$ cat config.mk
export PLATFORM = sky130hd
export DESIGN_NAME = div_rr_sequencer_flat
export DESIGN_NICKNAME = d
export VERILOG_FILES = /design/src/rtl/div_rr_sequencer_if.sv /design/src/rtl/div_rr_sequencer.sv /design/src/flat_wrapper.sv
export SDC_FILE = /design/constraint.sdc
export NUM_CORES = 1
export LEC_CHECK = 0
export CORE_MARGIN = 8
export CORE_UTILIZATION = 57
export CTS_CLUSTER_DIAMETER = 60
export DETAILED_ROUTE_END_ITERATION = 6
export GPL_TIMING_DRIVEN = 0
export PLACE_DENSITY_LB_ADDON = 0.08
export SLEW_MARGIN = 5
export SYNTH_ARGS = -nofsm -noshare
export SYNTH_HDL_FRONTEND = slang
export SYNTH_SLANG_ARGS = --single-unit
$ cat constraint.sdc
create_clock -name clk -period 5.2 [get_ports clk]
set_input_delay 1.04 -clock clk [delete_from_list [all_inputs] [get_ports clk]]
set_output_delay 1.04 -clock clk [all_outputs]
set_load 0.02 [all_outputs]
$ cat src/rtl/div_rr_sequencer_if.sv
// Request/response bundle for the shared iterative divider.
//   master : requester/consumer side (drives reqN_valid/operands, resp_ready)
//   slave  : divider side (drives reqN_ready, response fields, busy)
interface div_rr_sequencer_if #(
    parameter int unsigned WIDTH = 32
);
    logic             req0_valid;
    logic             req0_ready;
    logic [WIDTH-1:0] req0_dividend;
    logic [WIDTH-1:0] req0_divisor;
    logic             req1_valid;
    logic             req1_ready;
    logic [WIDTH-1:0] req1_dividend;
    logic [WIDTH-1:0] req1_divisor;
    logic             resp_valid;
    logic             resp_ready;
    logic             resp_id;
    logic [WIDTH-1:0] quotient;
    logic [WIDTH-1:0] remainder;
    logic             div_by_zero;
    logic             busy;

    modport master (
        output req0_valid, req0_dividend, req0_divisor,
        output req1_valid, req1_dividend, req1_divisor,
        output resp_ready,
        input  req0_ready, req1_ready,
        input  resp_valid, resp_id, quotient, remainder, div_by_zero, busy
    );

    modport slave (
        input  req0_valid, req0_dividend, req0_divisor,
        input  req1_valid, req1_dividend, req1_divisor,
        input  resp_ready,
        output req0_ready, req1_ready,
        output resp_valid, resp_id, quotient, remainder, div_by_zero, busy
    );
endinterface

$ cat src/rtl/div_rr_sequencer.sv
// Sequencer for the shared unsigned restoring divider. Arbitrates round-robin
// between two requesters, computes one quotient bit per clock and holds the
// tagged result on a valid/ready response port.
// Ports:
//   clk   : rising-edge clock
//   rst_n : asynchronous active-low reset
//   bus   : div_rr_sequencer_if.slave (request ports, response port, busy)
module div_rr_sequencer #(
    parameter int unsigned WIDTH = 32
) (
    input logic                clk,
    input logic                rst_n,
    div_rr_sequencer_if.slave  bus
);
    localparam int unsigned CntW = $clog2(WIDTH);
    localparam logic [CntW-1:0] LastCnt = CntW'(WIDTH - 1);

    typedef enum logic [1:0] {StIdle, StIter, StDone} state_e;

    state_e             state_q, state_d;
    logic               last_grant_q, last_grant_d;
    logic [WIDTH-1:0]   dvd_q, dvd_d;  // dividend shifts out the top, quotient shifts in
    logic [WIDTH-1:0]   dsr_q, dsr_d;
    logic [WIDTH-1:0]   rem_q, rem_d;
    logic [CntW-1:0]    count_q, count_d;
    logic [WIDTH-1:0]   quotient_q, quotient_d;
    logic [WIDTH-1:0]   remainder_q, remainder_d;
    logic               resp_id_q, resp_id_d;
    logic               dbz_q, dbz_d;
    logic               busy_q, busy_d;

    logic               ready0, ready1, sel;
    logic [WIDTH-1:0]   acc_dvd, acc_dsr;
    logic [WIDTH:0]     rem_sh, rem_diff;
    logic               q_bit;
    logic [WIDTH-1:0]   rem_next;

    always_comb begin
        // Contention goes to the requester that was not granted last.
        ready0 = rst_n && (state_q == StIdle) && bus.req0_valid &&
                 (!bus.req1_valid || last_grant_q);
        ready1 = rst_n && (state_q == StIdle) && bus.req1_valid &&
                 (!bus.req0_valid || !last_grant_q);
        sel     = ready1;
        acc_dvd = sel ? bus.req1_dividend : bus.req0_dividend;
        acc_dsr = sel ? bus.req1_divisor  : bus.req0_divisor;

        rem_sh   = {rem_q, dvd_q[WIDTH-1]};
        rem_diff = rem_sh - {1'b0, dsr_q};
        q_bit    = (rem_sh >= {1'b0, dsr_q});
        rem_next = q_bit ? rem_diff[WIDTH-1:0] : rem_sh[WIDTH-1:0];
    end

    always_comb begin
        state_d      = state_q;
        last_grant_d = last_grant_q;
        dvd_d        = dvd_q;
        dsr_d        = dsr_q;
        rem_d        = rem_q;
        count_d      = count_q;
        quotient_d   = quotient_q;
        remainder_d  = remainder_q;
        resp_id_d    = resp_id_q;
        dbz_d        = dbz_q;

        unique case (state_q)
            StIdle: begin
                if (ready0 || ready1) begin
                    last_grant_d = sel;
                    dvd_d        = acc_dvd;
                    dsr_d        = acc_dsr;
                    rem_d        = '0;
                    count_d      = '0;
                    if (acc_dsr == '0) begin
                        // Skip iteration: result is fully known at accept.
                        quotient_d  = '1;
                        remainder_d = acc_dvd;
                        resp_id_d   = sel;
                        dbz_d       = 1'b1;
                        state_d     = StDone;
                    end else begin
                        state_d = StIter;
                    end
                end
            end
            StIter: begin
                dvd_d   = {dvd_q[WIDTH-2:0], q_bit};
                rem_d   = rem_next;
                count_d = count_q + CntW'(1);
                if (count_q == LastCnt) begin
                    quotient_d  = {dvd_q[WIDTH-2:0], q_bit};
                    remainder_d = rem_next;
                    resp_id_d   = last_grant_q;
                    dbz_d       = 1'b0;
                    state_d     = StDone;
                end
            end
            StDone: begin
                if (bus.resp_ready) begin
                    dbz_d   = 1'b0;
                    state_d = StIdle;
                end
            end
            default: state_d = StIdle;
        endcase

        busy_d = (state_d != StIdle);
    end

    always_ff @(posedge clk or negedge rst_n) begin
        if (!rst_n) begin
            state_q      <= StIdle;
            last_grant_q <= 1'b1;
            dvd_q        <= '0;
            dsr_q        <= '0;
            rem_q        <= '0;
            count_q      <= '0;
            quotient_q   <= '0;
            remainder_q  <= '0;
            resp_id_q    <= 1'b0;
            dbz_q        <= 1'b0;
            busy_q       <= 1'b0;
        end else begin
            state_q      <= state_d;
            last_grant_q <= last_grant_d;
            dvd_q        <= dvd_d;
            dsr_q        <= dsr_d;
            rem_q        <= rem_d;
            count_q      <= count_d;
            quotient_q   <= quotient_d;
            remainder_q  <= remainder_d;
            resp_id_q    <= resp_id_d;
            dbz_q        <= dbz_d;
            busy_q       <= busy_d;
        end
    end

    assign bus.req0_ready  = ready0;
    assign bus.req1_ready  = ready1;
    assign bus.resp_valid  = (state_q == StDone);
    assign bus.resp_id     = resp_id_q;
    assign bus.quotient    = quotient_q;
    assign bus.remainder   = remainder_q;
    assign bus.div_by_zero = dbz_q;
    assign bus.busy        = busy_q;
endmodule

$ cat src/flat_wrapper.sv
// flat-port wrapper written by rule: the top's interface ports become plain ports
module div_rr_sequencer_flat 
#(
    parameter int unsigned WIDTH = 32
)
  (clk, rst_n, bus_req0_valid, bus_req0_dividend, bus_req0_divisor, bus_req1_valid, bus_req1_dividend, bus_req1_divisor, bus_resp_ready, bus_req0_ready, bus_req1_ready, bus_resp_valid, bus_resp_id, bus_quotient, bus_remainder, bus_div_by_zero, bus_busy);
  div_rr_sequencer_if #(.WIDTH(WIDTH)) bus_i ();
  input logic clk;
  input logic rst_n;
  input wire logic [$bits(bus_i.req0_valid)-1:0] bus_req0_valid;
  input wire logic [$bits(bus_i.req0_dividend)-1:0] bus_req0_dividend;
  input wire logic [$bits(bus_i.req0_divisor)-1:0] bus_req0_divisor;
  input wire logic [$bits(bus_i.req1_valid)-1:0] bus_req1_valid;
  input wire logic [$bits(bus_i.req1_dividend)-1:0] bus_req1_dividend;
  input wire logic [$bits(bus_i.req1_divisor)-1:0] bus_req1_divisor;
  input wire logic [$bits(bus_i.resp_ready)-1:0] bus_resp_ready;
  output wire logic [$bits(bus_i.req0_ready)-1:0] bus_req0_ready;
  output wire logic [$bits(bus_i.req1_ready)-1:0] bus_req1_ready;
  output wire logic [$bits(bus_i.resp_valid)-1:0] bus_resp_valid;
  output wire logic [$bits(bus_i.resp_id)-1:0] bus_resp_id;
  output wire logic [$bits(bus_i.quotient)-1:0] bus_quotient;
  output wire logic [$bits(bus_i.remainder)-1:0] bus_remainder;
  output wire logic [$bits(bus_i.div_by_zero)-1:0] bus_div_by_zero;
  output wire logic [$bits(bus_i.busy)-1:0] bus_busy;
  assign bus_i.req0_valid = bus_req0_valid;
  assign bus_i.req0_dividend = bus_req0_dividend;
  assign bus_i.req0_divisor = bus_req0_divisor;
  assign bus_i.req1_valid = bus_req1_valid;
  assign bus_i.req1_dividend = bus_req1_dividend;
  assign bus_i.req1_divisor = bus_req1_divisor;
  assign bus_i.resp_ready = bus_resp_ready;
  assign bus_req0_ready = bus_i.req0_ready;
  assign bus_req1_ready = bus_i.req1_ready;
  assign bus_resp_valid = bus_i.resp_valid;
  assign bus_resp_id = bus_i.resp_id;
  assign bus_quotient = bus_i.quotient;
  assign bus_remainder = bus_i.remainder;
  assign bus_div_by_zero = bus_i.div_by_zero;
  assign bus_busy = bus_i.busy;
  div_rr_sequencer #(.WIDTH(WIDTH)) u_core (.clk(clk), .rst_n(rst_n), .bus(bus_i));
endmodule
# After elaboration in Yosys (flattened, before gate mapping)
# Cells that the tools add are included.
# op_classes
n_reduce_logical,20
add_sub_neg,2
n_mux,31
n_eq_ne,7
order_cmp,1
# op_table
operator,count
2-to-1 mux 32 bit,11
one-hot mux 32 bit (2 select lines),4
>= comparator 33 x 32 -> 1 bit,1
zero test 32 bit,1
subtractor 32 bit,1
one-hot mux 5 bit (2 select lines),1
2-to-1 mux 2 bit,4
2-to-1 mux 1 bit,7
"inequality test 2 bit, second input constant",3
one-hot mux 2 bit (3 select lines),1
"adder 5 x 1 -> 5 bit, second input constant",1
"equality test 5 bit, second input constant",1
logical AND 1 bit,5
2-to-1 mux 5 bit,1
AND reduction 5 bit,1
AND reduction 2 bit,2
AND reduction 4 bit,1
nonzero test 2 bit,2
zero test 1 bit,3
logical OR 1 bit,3
one-hot mux 1 bit (3 select lines),1
nonzero test 3 bit,1
"equality test 2 x 1 -> 1 bit, second input constant",1
"equality test 2 bit, second input constant",1
other kinds (3),3
# word_totals
output_inout_bits,70
regBits,171
wordCells,72
in_bits,133

# Logic depth before layout (Yosys ltp)
# logic_depth
depth_word,10
ltp_mapped,14
mapped_depth_nobuf,12

# Worst setup path after synthesis
# Ideal clock, no wire load.
# synth_timing
path_kind,input to output
from,input port bus_req1_valid
to,output port bus_req1_ready
path_stages,5
slack_ns,2.084
arrival_ns,2.076
t_required_ns,4.160
n_path_buf,2
path_cell_list,nand3_1 > a21o_1 > inv_2 > clkbuf_1 > clkbuf_1
# synth_between
elab_chain_len,2
# synth_lines
item,line_no,source
from (decl),flat_wrapper.sv:13,input wire logic [$bits(bus_i.req1_valid)-1:0] bus_req1_valid;
logical AND 1 bit (2 in a row),div_rr_sequencer.sv:42,ready1 = rst_n && (state_q == StIdle) && bus.req1_valid &&
to (decl),flat_wrapper.sv:18,output wire logic [$bits(bus_i.req1_ready)-1:0] bus_req1_ready;
# No other way between the ends.

# Worst setup path after layout
# layout_timing
from,input port rst_n
to,output port bus_req1_ready
# layout_between
elab_chain_len,3
# layout_lines
item,line_no,source
from (decl),flat_wrapper.sv:9,input logic rst_n;
logical AND 1 bit (3 in a row),div_rr_sequencer.sv:42,
# No other way between the ends.

==> out/results.ini <==
[critical_path]
worst_ep_arrival_time_ns=3.73
critPathKind=in2out
reg2reg_slack_ns=1.27
worstSetupEndpointType=output pin
required_ns=4.16
crit_path_start_kind=input port
crit_fanout=60

[cts]
postCtsHoldBufs=0
cts_max_path_buffers=2
tritoncts=done
root_buffer=clkbuf_16
clock_sinks=171
cts.clk_slew.worst_paths_ns=0.07
cts_max_level=4
clk_latency_ns=0.44
cts_buffers=17
cts_resized=0

[run]
max-cap-violations=0

[place]
dp_hpwl_mm=25.8
dp_cells=1617
gp_congestion=0.918
pre_cts_ws_ns=-0.155
placed_cell_area_um2=12600
port_buffers=202

[routing]
drtPass1Iterations=7
post_drt_wl_per_cell_um=20.1
vias=9774
drcViolationCount=0
totalWireLength_mm=33.2
drtIter0Drc=831
vias_per_cell=5.93
antenna_left=0

[cells_and_area]
n_fill_cell=1389
num_antenna_cells=0
mostFrequentLayoutCells=clkdlybuf4s50_1 (201), dfrtp_1 (170), nand2_1 (167), o21ai_0 (164), a21oi_1 (92)
utilization_pct=74.1
layout_commonest_cell=clkdlybuf4s50_1
fin_area_um2=13200
layout.nets=1579
area_delta_synth_final_pct=28.6
drive_gt1_share_pct=6.06
fin_cells=1649

[die]
die_h_um=150
core_um2=17800
die_area_um2=22600
die_w_um=150
rows=49
ioPinCount=203
start_util_pct=57.7

[global_route]
grt_use_total_pct=29.6
antenna_found_initial=0
grt_max_degree=118
grt_pass1_wl_mm=52.2
first_global_vias=9872
overflow=0

[power]
p_per_area_nw_per_um2=694
peakVddDrop_mv=0.387
p_leak_nw=5.83

[synth]
synth_edf_count=0
synth_seq_cells=171
synth-async-reset-ratio_pct=100
ys_seq_area_share_pct=41.6
synthFlopType=dfrtp_1
ys_warn_count=0
ys_types=70
netlist_area_um2=10300
synthesis.nets=1357
syn_area_per_cell_um2=8.68
synthCells=1185

[sta]
finalCritPeriodShare_pct=91.7
maxSlewViolCount=0
rsz0062_at_grt=false
tightest_slew_ns=0.821
fin_ws_ns=0.434
hold_viol_final=0
setup_viol=0
whs_ns=0.482
post-route-min-period_ns=4.77
max_slew_margin_pct=45.3
skew_ns=0.0127
max_freq_mhz=210

[hold_path]
hp-class=reg2reg

[run_status]
outcome=completed

critical path, cell delays in order:
cell and delay [ns]:
buf_8 0.37, buf_16 0.32, nand3_1 0.15, a21o_1 0.29, inv_2 0.34, clkbuf_1 0.43
clkdlybuf4s50_1 0.70
synthesized netlist by cell type, drive strengths merged, types with 2 or more instances:
| master | n | area (µm²) |
|---|---|---|
| dfrtp | 170 | 4250 |
| nand2 | 169 | 644 |
| o21ai | 169 | 850 |
| a21oi | 94 | 485 |
| inv | 86 | 323 |
| mux2i | 78 | 781 |
| nor2 | 62 | 249 |
| clkbuf | 49 | 185 |
| nand3 | 46 | 235 |
| ha | 38 | 475 |
| buf | 21 | 139 |
| nand4 | 20 | 125 |
| nor4 | 18 | 113 |
| xnor2 | 17 | 149 |
| a221oi | 13 | 200 |
| nor3 | 13 | 65.1 |
| a21o | 12 | 90.1 |
| xor2 | 12 | 105 |
| a31oi | 9 | 71.3 |
| nand2b | 9 | 56.3 |
| o211ai | 8 | 73.8 |
| a211oi | 7 | 57.6 |
| and2 | 7 | 48.8 |
| o221ai | 7 | 61.3 |
| o21a | 5 | 37.5 |
| and3 | 4 | 25.0 |
| o21bai | 4 | 30.0 |
| o22ai | 4 | 25.0 |
| a31o | 3 | 26.3 |
| o211a | 3 | 30.0 |
| o31ai | 3 | 22.5 |
| a2111oi | 2 | 17.5 |
| a211o | 2 | 17.5 |
| a22oi | 2 | 15.0 |
| and4 | 2 | 17.5 |
| or2 | 2 | 12.5 |
kinds of logic after synthesis:
kind of cell	Yosys count	share of synthesized area, %
buffers and inverters	156	6.29
AND/OR/NAND/NOR	356	15.8
multiplexers	79	7.70
XOR/XNOR	29	2.47
adder cells (fa/ha/maj)	39	4.82
AO/OA/AOI/OAI	355	21.3
flip-flops	171	41.6
power by group:
| part | total, W | internal (W) | switching, W | leakage (nW) |
|---|---|---|---|---|
| combinational | 0.00552 | 0.00213 | 0.00339 | 3.50 |
| sequential | 0.00239 | 0.00195 | 0.000441 | 2.06 |
| clock | 0.00127 | 0.000685 | 0.000582 | 0.275 |
| total | 0.00918 | 0.00476 | 0.00442 | 5.83 |
worst paths after layout:
| kind | startpoint | end | depth (start not counted) |
|---|---|---|---|
| setup / recovery | rst_n | bus_req1_ready | 7 |
| hold / removal | u_core.dsr_q[12]$_DFFE_PN0P_ | u_core.dsr_q[12]$_DFFE_PN0P_ | 2 |
| setup reg to reg | u_core.state_q[0]$_DFF_PN0_ | u_core.bus.remainder[7]$_DFFE_PN0P_ | 13 |
| hold reg to reg | u_core.dsr_q[12]$_DFFE_PN0P_ | u_core.dsr_q[12]$_DFFE_PN0P_ | 2 |
| max in group asynchronous | rst_n | u_core.last_grant_q$_DFFE_PN1P_ | 2 |
| min in group asynchronous | rst_n | u_core.rem_q[3]$_DFFE_PN0P_ | 1 |
sequential cells by signal (all words and copies together) (netlist names), 2 cells and up:
name / flops
u_core.bus.quotient: 32
u_core.bus.remainder: 32
u_core.dsr_q: 32
u_core.dvd_q: 32
u_core.rem_q: 32
u_core.count_q: 5
u_core.state_q: 2
repair_timing:
action	4_1_cts	5_1_grt
buffers inserted	0	0
cloned	0	1
setup endpoints to repair	1	1
stage by stage:
step | power, W | setup TNS (ns)
2_1_floorplan | 0.00595 | 0
3_3_place_gp | 0.00770 | -1619.78
5_1_grt | 0.00979 | 0
4_1_cts | 0.00910 | 0
3_5_place_dp | 0.00781 | -0.155
6_report | 0.00918 | 0
layer usage:
layer	vias up	routed length [µm]	part of all wire, %	global-route usage [%]
met1	4628	13700	41	37.5
li1	4638	-	-	-
met4	0	981	3.0	10.3
met5	-	0	0	0
met2	450	15900	48	49.5
met3	58	2580	7.8	5.80
layout make-up:
type | instances | area (µm²) | area share [%]
multi-input cells | 858 | 5360 | 40.5
clock inverters | 13 | 133 | 1.00
flip-flops and latches | 171 | 4280 | 32.4
repair buffers | 204 | 2080 | 15.7
well taps | 229 | 287 | 2.17
plain buffers | 69 | 320 | 2.42
clock buffers | 19 | 443 | 3.35
inverters | 86 | 323 | 2.44
Power figures use the tool's default switching activity.
